--- src/rtl/phy_rx_pkg.sv ---
// Shared types and constants for the PHY receive path.
// Holds the aligner FSM states and the standard comma words.
package phy_rx_pkg;

    typedef enum logic [1:0] {
        HUNT   = 2'd0,
        ALIGN  = 2'd1,
        LOCKED = 2'd2
    } rx_state_e;

    localparam logic [7:0] COMMA_8B  = 8'hBC;
    localparam logic [9:0] COMMA_10B = 10'h17C;

    // Lane pointer width; a single lane still needs one bit.
    function automatic int lp_bits(input int n);
        return (n > 1) ? $clog2(n) : 1;
    endfunction

endpackage

--- src/rtl/phy_rx_deser_lanes_if.sv ---
// Serial-in / parallel-lanes-out bundle of the receive path.
// master is the serial source side, slave is the deserialiser.
interface phy_rx_deser_lanes_if #(
    parameter int WIDTH   = 8,
    parameter int N_LANES = 4
);
    logic                       data_in;
    logic [N_LANES*WIDTH-1:0]   data_out;
    logic [N_LANES-1:0]         valid_out;
    logic                       active;

    modport master (
        output data_in,
        input  data_out,
        input  valid_out,
        input  active
    );

    modport slave (
        input  data_in,
        output data_out,
        output valid_out,
        output active
    );
endinterface

--- src/rtl/phy_comma_aligner.sv ---
// Serial shift register, bit counter and comma hunt/align/lock FSM.
// Presents the boundary word combinationally with a strobe once locked.
module phy_comma_aligner
    import phy_rx_pkg::*;
#(
    parameter int               WIDTH    = 8,
    parameter logic [WIDTH-1:0] COMMA    = COMMA_8B,
    parameter int               LOCK_CNT = 4
) (
    input  logic             clk,
    input  logic             rst_n,
    input  logic             data_in,
    output logic [WIDTH-1:0] word,
    output logic             word_stb,
    output logic             is_comma,
    output logic             active
);

    localparam int BW = $clog2(WIDTH);
    localparam int CW = $clog2(LOCK_CNT + 1);
    localparam logic [BW-1:0] BMAX = BW'(WIDTH - 1);
    localparam logic [CW-1:0] CMAX = CW'(LOCK_CNT);

    logic [WIDTH-1:0] sr_q, sr_d;
    logic [BW-1:0]    bcnt_q, bcnt_d;
    logic [CW-1:0]    ccnt_q, ccnt_d;
    rx_state_e        state_q, state_d;
    logic             active_q, active_d;
    logic             bnd;
    logic             hit;

    always_comb begin
        sr_d    = {sr_q[WIDTH-2:0], data_in};
        bnd     = (bcnt_q == BMAX);
        hit     = (sr_d == COMMA);
        bcnt_d  = bnd ? '0 : bcnt_q + 1'b1;
        ccnt_d  = ccnt_q;
        state_d = state_q;
        unique case (state_q)
            HUNT: begin
                // A match anywhere defines the word phase.
                if (hit) begin
                    bcnt_d  = '0;
                    ccnt_d  = CW'(1);
                    state_d = (LOCK_CNT == 1) ? LOCKED : ALIGN;
                end
            end
            ALIGN: begin
                if (bnd) begin
                    if (hit) begin
                        ccnt_d = (ccnt_q == CMAX) ? ccnt_q
                                                  : ccnt_q + 1'b1;
                        if (ccnt_d == CMAX) begin
                            state_d = LOCKED;
                        end
                    end else begin
                        ccnt_d  = '0;
                        state_d = HUNT;
                    end
                end
            end
            LOCKED: begin
                state_d = LOCKED;
            end
            default: begin
                state_d = HUNT;
            end
        endcase
        active_d = (state_d == LOCKED);
    end

    always_ff @(posedge clk or negedge rst_n) begin
        if (!rst_n) begin
            sr_q     <= '0;
            bcnt_q   <= '0;
            ccnt_q   <= '0;
            state_q  <= HUNT;
            active_q <= 1'b0;
        end else begin
            sr_q     <= sr_d;
            bcnt_q   <= bcnt_d;
            ccnt_q   <= ccnt_d;
            state_q  <= state_d;
            active_q <= active_d;
        end
    end

    assign word     = sr_d;
    assign word_stb = (state_q == LOCKED) && bnd;
    assign is_comma = hit;
    assign active   = active_q;

endmodule

--- src/rtl/phy_rx_deser_lanes.sv ---
// Receive deserialiser: comma alignment then round-robin lane fan-out.
// Commas are idles and restart the next frame at lane 0.
module phy_rx_deser_lanes
    import phy_rx_pkg::*;
#(
    parameter int               WIDTH    = 8,
    parameter int               N_LANES  = 4,
    parameter logic [WIDTH-1:0] COMMA    = COMMA_8B,
    parameter int               LOCK_CNT = 4
) (
    input  logic               clk,
    input  logic               reset,
    phy_rx_deser_lanes_if.slave bus
);

    localparam int LPW = lp_bits(N_LANES);
    localparam logic [LPW-1:0] LP_MAX = LPW'(N_LANES - 1);

    logic [WIDTH-1:0]         word;
    logic                     word_stb;
    logic                     is_comma;
    logic                     active;

    logic [LPW-1:0]           lp_q, lp_d;
    logic [N_LANES*WIDTH-1:0] dout_q, dout_d;
    logic [N_LANES-1:0]       vld_q, vld_d;

    phy_comma_aligner #(
        .WIDTH    (WIDTH),
        .COMMA    (COMMA),
        .LOCK_CNT (LOCK_CNT)
    ) u_align (
        .clk      (clk),
        .rst_n    (reset),
        .data_in  (bus.data_in),
        .word     (word),
        .word_stb (word_stb),
        .is_comma (is_comma),
        .active   (active)
    );

    always_comb begin
        lp_d   = lp_q;
        dout_d = dout_q;
        vld_d  = '0;
        if (word_stb) begin
            if (is_comma) begin
                lp_d = '0;
            end else begin
                for (int k = 0; k < N_LANES; k++) begin
                    if (lp_q == LPW'(k)) begin
                        dout_d[k*WIDTH +: WIDTH] = word;
                        vld_d[k]                 = 1'b1;
                    end
                end
                lp_d = (lp_q == LP_MAX) ? '0 : lp_q + 1'b1;
            end
        end
    end

    always_ff @(posedge clk or negedge reset) begin
        if (!reset) begin
            lp_q   <= '0;
            dout_q <= '0;
            vld_q  <= '0;
        end else begin
            lp_q   <= lp_d;
            dout_q <= dout_d;
            vld_q  <= vld_d;
        end
    end

    assign bus.data_out  = dout_q;
    assign bus.valid_out = vld_q;
    assign bus.active    = active;

endmodule

--- src/flat_wrapper.sv ---
// flat-port wrapper written by rule: the top's interface ports become plain ports
module phy_rx_deser_lanes_flat import phy_rx_pkg::*;
#(
    parameter int               WIDTH    = 8,
    parameter int               N_LANES  = 4,
    parameter logic [WIDTH-1:0] COMMA    = COMMA_8B,
    parameter int               LOCK_CNT = 4
)
  (clk, reset, bus_data_in, bus_data_out, bus_valid_out, bus_active);
  phy_rx_deser_lanes_if #(.WIDTH(WIDTH), .N_LANES(N_LANES)) bus_i ();
  input  logic clk;
  input  logic reset;
  input wire logic [$bits(bus_i.data_in)-1:0] bus_data_in;
  output wire logic [$bits(bus_i.data_out)-1:0] bus_data_out;
  output wire logic [$bits(bus_i.valid_out)-1:0] bus_valid_out;
  output wire logic [$bits(bus_i.active)-1:0] bus_active;
  assign bus_i.data_in = bus_data_in;
  assign bus_data_out = bus_i.data_out;
  assign bus_valid_out = bus_i.valid_out;
  assign bus_active = bus_i.active;
  phy_rx_deser_lanes #(.WIDTH(WIDTH), .N_LANES(N_LANES), .COMMA(COMMA), .LOCK_CNT(LOCK_CNT)) u_core (.clk(clk), .reset(reset), .bus(bus_i));
endmodule
--- config.mk ---
export PLATFORM = sky130hd
export DESIGN_NAME = phy_rx_deser_lanes_flat
export DESIGN_NICKNAME = d
export VERILOG_FILES = /design/src/rtl/phy_rx_pkg.sv /design/src/rtl/phy_rx_deser_lanes_if.sv /design/src/rtl/phy_comma_aligner.sv /design/src/rtl/phy_rx_deser_lanes.sv /design/src/flat_wrapper.sv
export SDC_FILE = /design/constraint.sdc
export NUM_CORES = 1
export LEC_CHECK = 0
export BUFFER_PORTS_ARGS = -buffer_cell sky130_fd_sc_hd__buf_4
export CORE_ASPECT_RATIO = 1.2
export CORE_MARGIN = 4
export CORE_UTILIZATION = 45
export DETAILED_ROUTE_END_ITERATION = 7
export GPL_TIMING_DRIVEN = 0
export PLACE_DENSITY_LB_ADDON = 0.08
export SYNTH_ARGS = -nofsm -noshare
export SYNTH_HDL_FRONTEND = slang
export SYNTH_SLANG_ARGS = --single-unit
export TNS_END_PERCENT = 1
--- constraint.sdc ---
create_clock -name clk -period 3.5 [get_ports clk]
set_input_delay 0.175 -clock clk [delete_from_list [all_inputs] [get_ports clk]]
set_output_delay 0.175 -clock clk [all_outputs]
set_load 0.02 [all_outputs]
==> flow_summary.toml <==
[sta]
clock.fmax_ghz = 0.4571
min_period_ns = 2.188
fin_setup_tns_ns = 0
skew_ns = 0.003718
rsz0062_at_grt = "no"
worst_pin_slew_ns = 0.6661
setup_viol = 0
hold_viol_final = 0
whs_ns = 0.03280
finalCritPeriodShare_pct = 62.51
setup_slack_ns = 1.312
slew_headroom_pct = 55.59
finalMaxSlewViolations = 0

[critical_path]
worst-path-buf-inv = 0
cpLargestDelayFamily = "compound AO/OA/AOI/OAI gates"
worstSetupPathType = "flip-flop to flip-flop"
max_stage_delay_ns = 0.60
arrival_ns = 2.37
worstPathRequired_ns = 3.68
cpMostUsedCell = "ha_1"
cp_cell_sequence = "ha_1 > ha_1 > nand3b_4 > a211oi_4 > mux2_2"
crit_path_end_kind = "flip-flop"
timing.critical_path.slowest_stage_cell = "a211oi_4"
crit_fanout = 9
start_kind = "flip-flop"

[layout]
seq_area_mm2 = 0.001351
multi_input_area_um2 = 793.3
diodes = 0
drive_gt1_share_pct = 43.59
final_nets = 206
num-fill-cells = 389
stdcell_area_mm2 = 0.002699
area_delta_synth_final_pct = 22.07

[placement]
port_buffers = 39
pre_cts_ws_ns = 1.307
dp_hpwl_um = 3040
finalWeightedCongestion = 0.8110
placedInstanceArea_mm2 = 0.002576

[grt]
gr-usage-all-layers_pct = 15.11
grtUsageMet1_pct = 20.16
antenna_found_initial = 0
grt_pass1_wl_um = 7203
grt_use_met2_pct = 24.41
grt_pass1_vias = 1438
gr-total-overflow = 0
grt-busiest-layer = "met2"
met3_usage_pct = 3.832
grt_max_degree = 55

[floorplanning]
die_h_um = 84.78
core_region_area_mm2 = 0.004662
num_rows = 27
initial_core_util_pct = 47.42
dieArea_mm2 = 0.006103
die-width_um = 71.99
ios = 40

[run]
cap_violations = 0

[routing]
ant_nets = 0
wl_per_cell_um = 16.94
viasPerCell = 5.320
finalWirelength_um = 4287
drc_errors = 0
dr.pass1.iters = 4
vias = 1346
first_iter_violations = 57

[yosys]
ys_seq_elements = 54
syn_area_mm2 = 0.002211
ys_seq_area_share_pct = 61.12
ys_warn_count = 0
syn-mean-instance-area_um2 = 14.94
synth_cells = 148
ys_types = 35
synth_nets = 159

[power]
power.share.combinational_pct = 12.1
ir_drop_mv = 0.2788
p_int_mw = 0.9558
p_switching_mw = 0.3036
p_leak_nw = 1.408
seqPwrFrac_pct = 55.2
pwr-share-clk_pct = 32.7
p_sw_share_pct = 24.11
power.density_mw_per_mm2 = 466.6

[cts]
htreeDepth = 2
clock_latency_ns = 0.29
cts_max_path_buffers = 2
cts.clk_slew.worst_paths_ns = 0.09
cts_buffers = 5
ctsHoldBuffers = 1
cts_tree = "done"
postCtsSetupRepairBufs = 0
clockRootBuffer = "clkbuf_8"
ctsResizeCount = 0
cts_sinks = 54

[min_path]
hp-class = "primary input to flip-flop"

[run_status]
status = "finished clean"
stage by stage:
step                      std cells  utilization, %  total power [mW]
after floorplan                 148               -            0.8024
after global placement          245           55.26            0.8406
after detailed placement        245           55.26            0.8537
after CTS                       253           57.89             1.274
after global routing            253           57.89             1.327
final                           253           57.89             1.259
worst register-to-register path, stage by stage (launching register included):
cell and delay (ns):
dfrtp_1 0.36, ha_1 0.15, ha_1 0.32, nand3b_4 0.23, a211oi_4 0.60, mux2_2 0.41
cells in the final DEF, fill, tap and decap left out, types with 2 or more instances in the layout:
cell	netlist	layout
dfrtp_1	54	54
a211oi_4	4	4
a311oi_1	2	2
clkbuf_8	0	6
buf_2	2	2
buf_4	1	40
a211oi_1	4	4
a32o_1	2	2
nand2_1	2	2
a21oi_1	3	3
clkbuf_1	2	2
ha_1	8	8
mux2_2	30	30
inv_1	11	11
mux2_1	2	2
cells in the mapped netlist (all sizes together):
master	instances	share of area [%]
buf	3	0.79
nand4	1	0.28
and4b	1	0.45
and2	1	0.28
o22ai	1	0.28
a221oi	1	0.40
and3	1	0.28
nand2	2	0.34
nor2	1	0.17
a311oi	2	0.79
clkbuf	2	0.34
or3b	1	0.40
o311ai	1	0.40
nand3	1	0.23
and3b	1	0.40
nor2b	1	0.28
o21ai	1	0.23
a32o	2	0.91
a21oi	3	0.68
o31ai	1	0.34
inv	11	1.9
dfrtp	54	61
a22o	1	0.40
nand2b	1	0.28
a21boi	1	0.34
nor3	1	0.23
ha	8	4.5
a211oi	8	5.0
nand3b	2	1.2
mux2	32	16
nor4bb	1	0.45
layer usage:
metal  part of all wire (%)  up-vias  routed length (um)
met5                      0        -                   0
met4                    1.2        0                  53
met1                     41      672                1775
li1                       -      621                   -
met3                    4.9        6                 208
met2                     52       47                2250
power by group through the flow:
stage / sequential (mW) / clock, mW / combinational (mW)
after floorplan: 0.700 / 0 / 0.103
after global placement: 0.703 / 0 / 0.137
after detailed placement: 0.707 / 0 / 0.147
after CTS: 0.695 / 0.426 / 0.153
after global routing: 0.700 / 0.454 / 0.173
final: 0.696 / 0.411 / 0.153
final timing paths:
kind,startpoint,end,slack (ns),cells after the start
max,u_core.u_align.bcnt_q[0]$_DFF_PN0_,u_core.bus.data_out[18]$_DFFE_PN0P_,1.31,5
min,bus_data_in,u_core.u_align.sr_q[0]$_DFF_PN0_,0.03,1
max reg2reg,u_core.u_align.bcnt_q[0]$_DFF_PN0_,u_core.bus.data_out[18]$_DFFE_PN0P_,1.31,5
min reg2reg,u_core.u_align.bcnt_q[0]$_DFF_PN0_,u_core.u_align.bcnt_q[0]$_DFF_PN0_,0.44,1
max in group asynchronous,reset,u_core.bus.valid_out[3]$_DFF_PN0_,2.60,2
min in group asynchronous,reset,u_core.bus.data_out[29]$_DFFE_PN0P_,0.46,2
cell type report:
class                      instances  share of cell area [%]
inverter                          11                   1.530
tap                               58                   2.689
clock inverter                     1                   1.113
buffer                             5                  0.9272
clock buffer                       6                   3.060
multi-input combinational         78                   29.39
sequential                        54                   50.07
timing repair buffer              40                   11.22
registers in the layout, summed over array words and instances, names as in the netlist:
| name | count |
|---|---|
| u_core.bus.data_out | 32 |
| u_core.bus.valid_out | 4 |
| u_core.lp_q | 2 |
| u_core.u_align.active | 1 |
| u_core.u_align.bcnt_q | 3 |
| u_core.u_align.ccnt_q | 3 |
| u_core.u_align.sr_q | 7 |
| u_core.u_align.state_q | 2 |
logic make-up after synthesis:
group	Yosys count	synth area share, %
mux	32	16.30
buf+inv	16	3.000
compound gates	22	9.735
fa+ha+maj	8	4.528
flops	54	61.12
simple gates	16	5.321
Power figures use the tool's default switching activity.
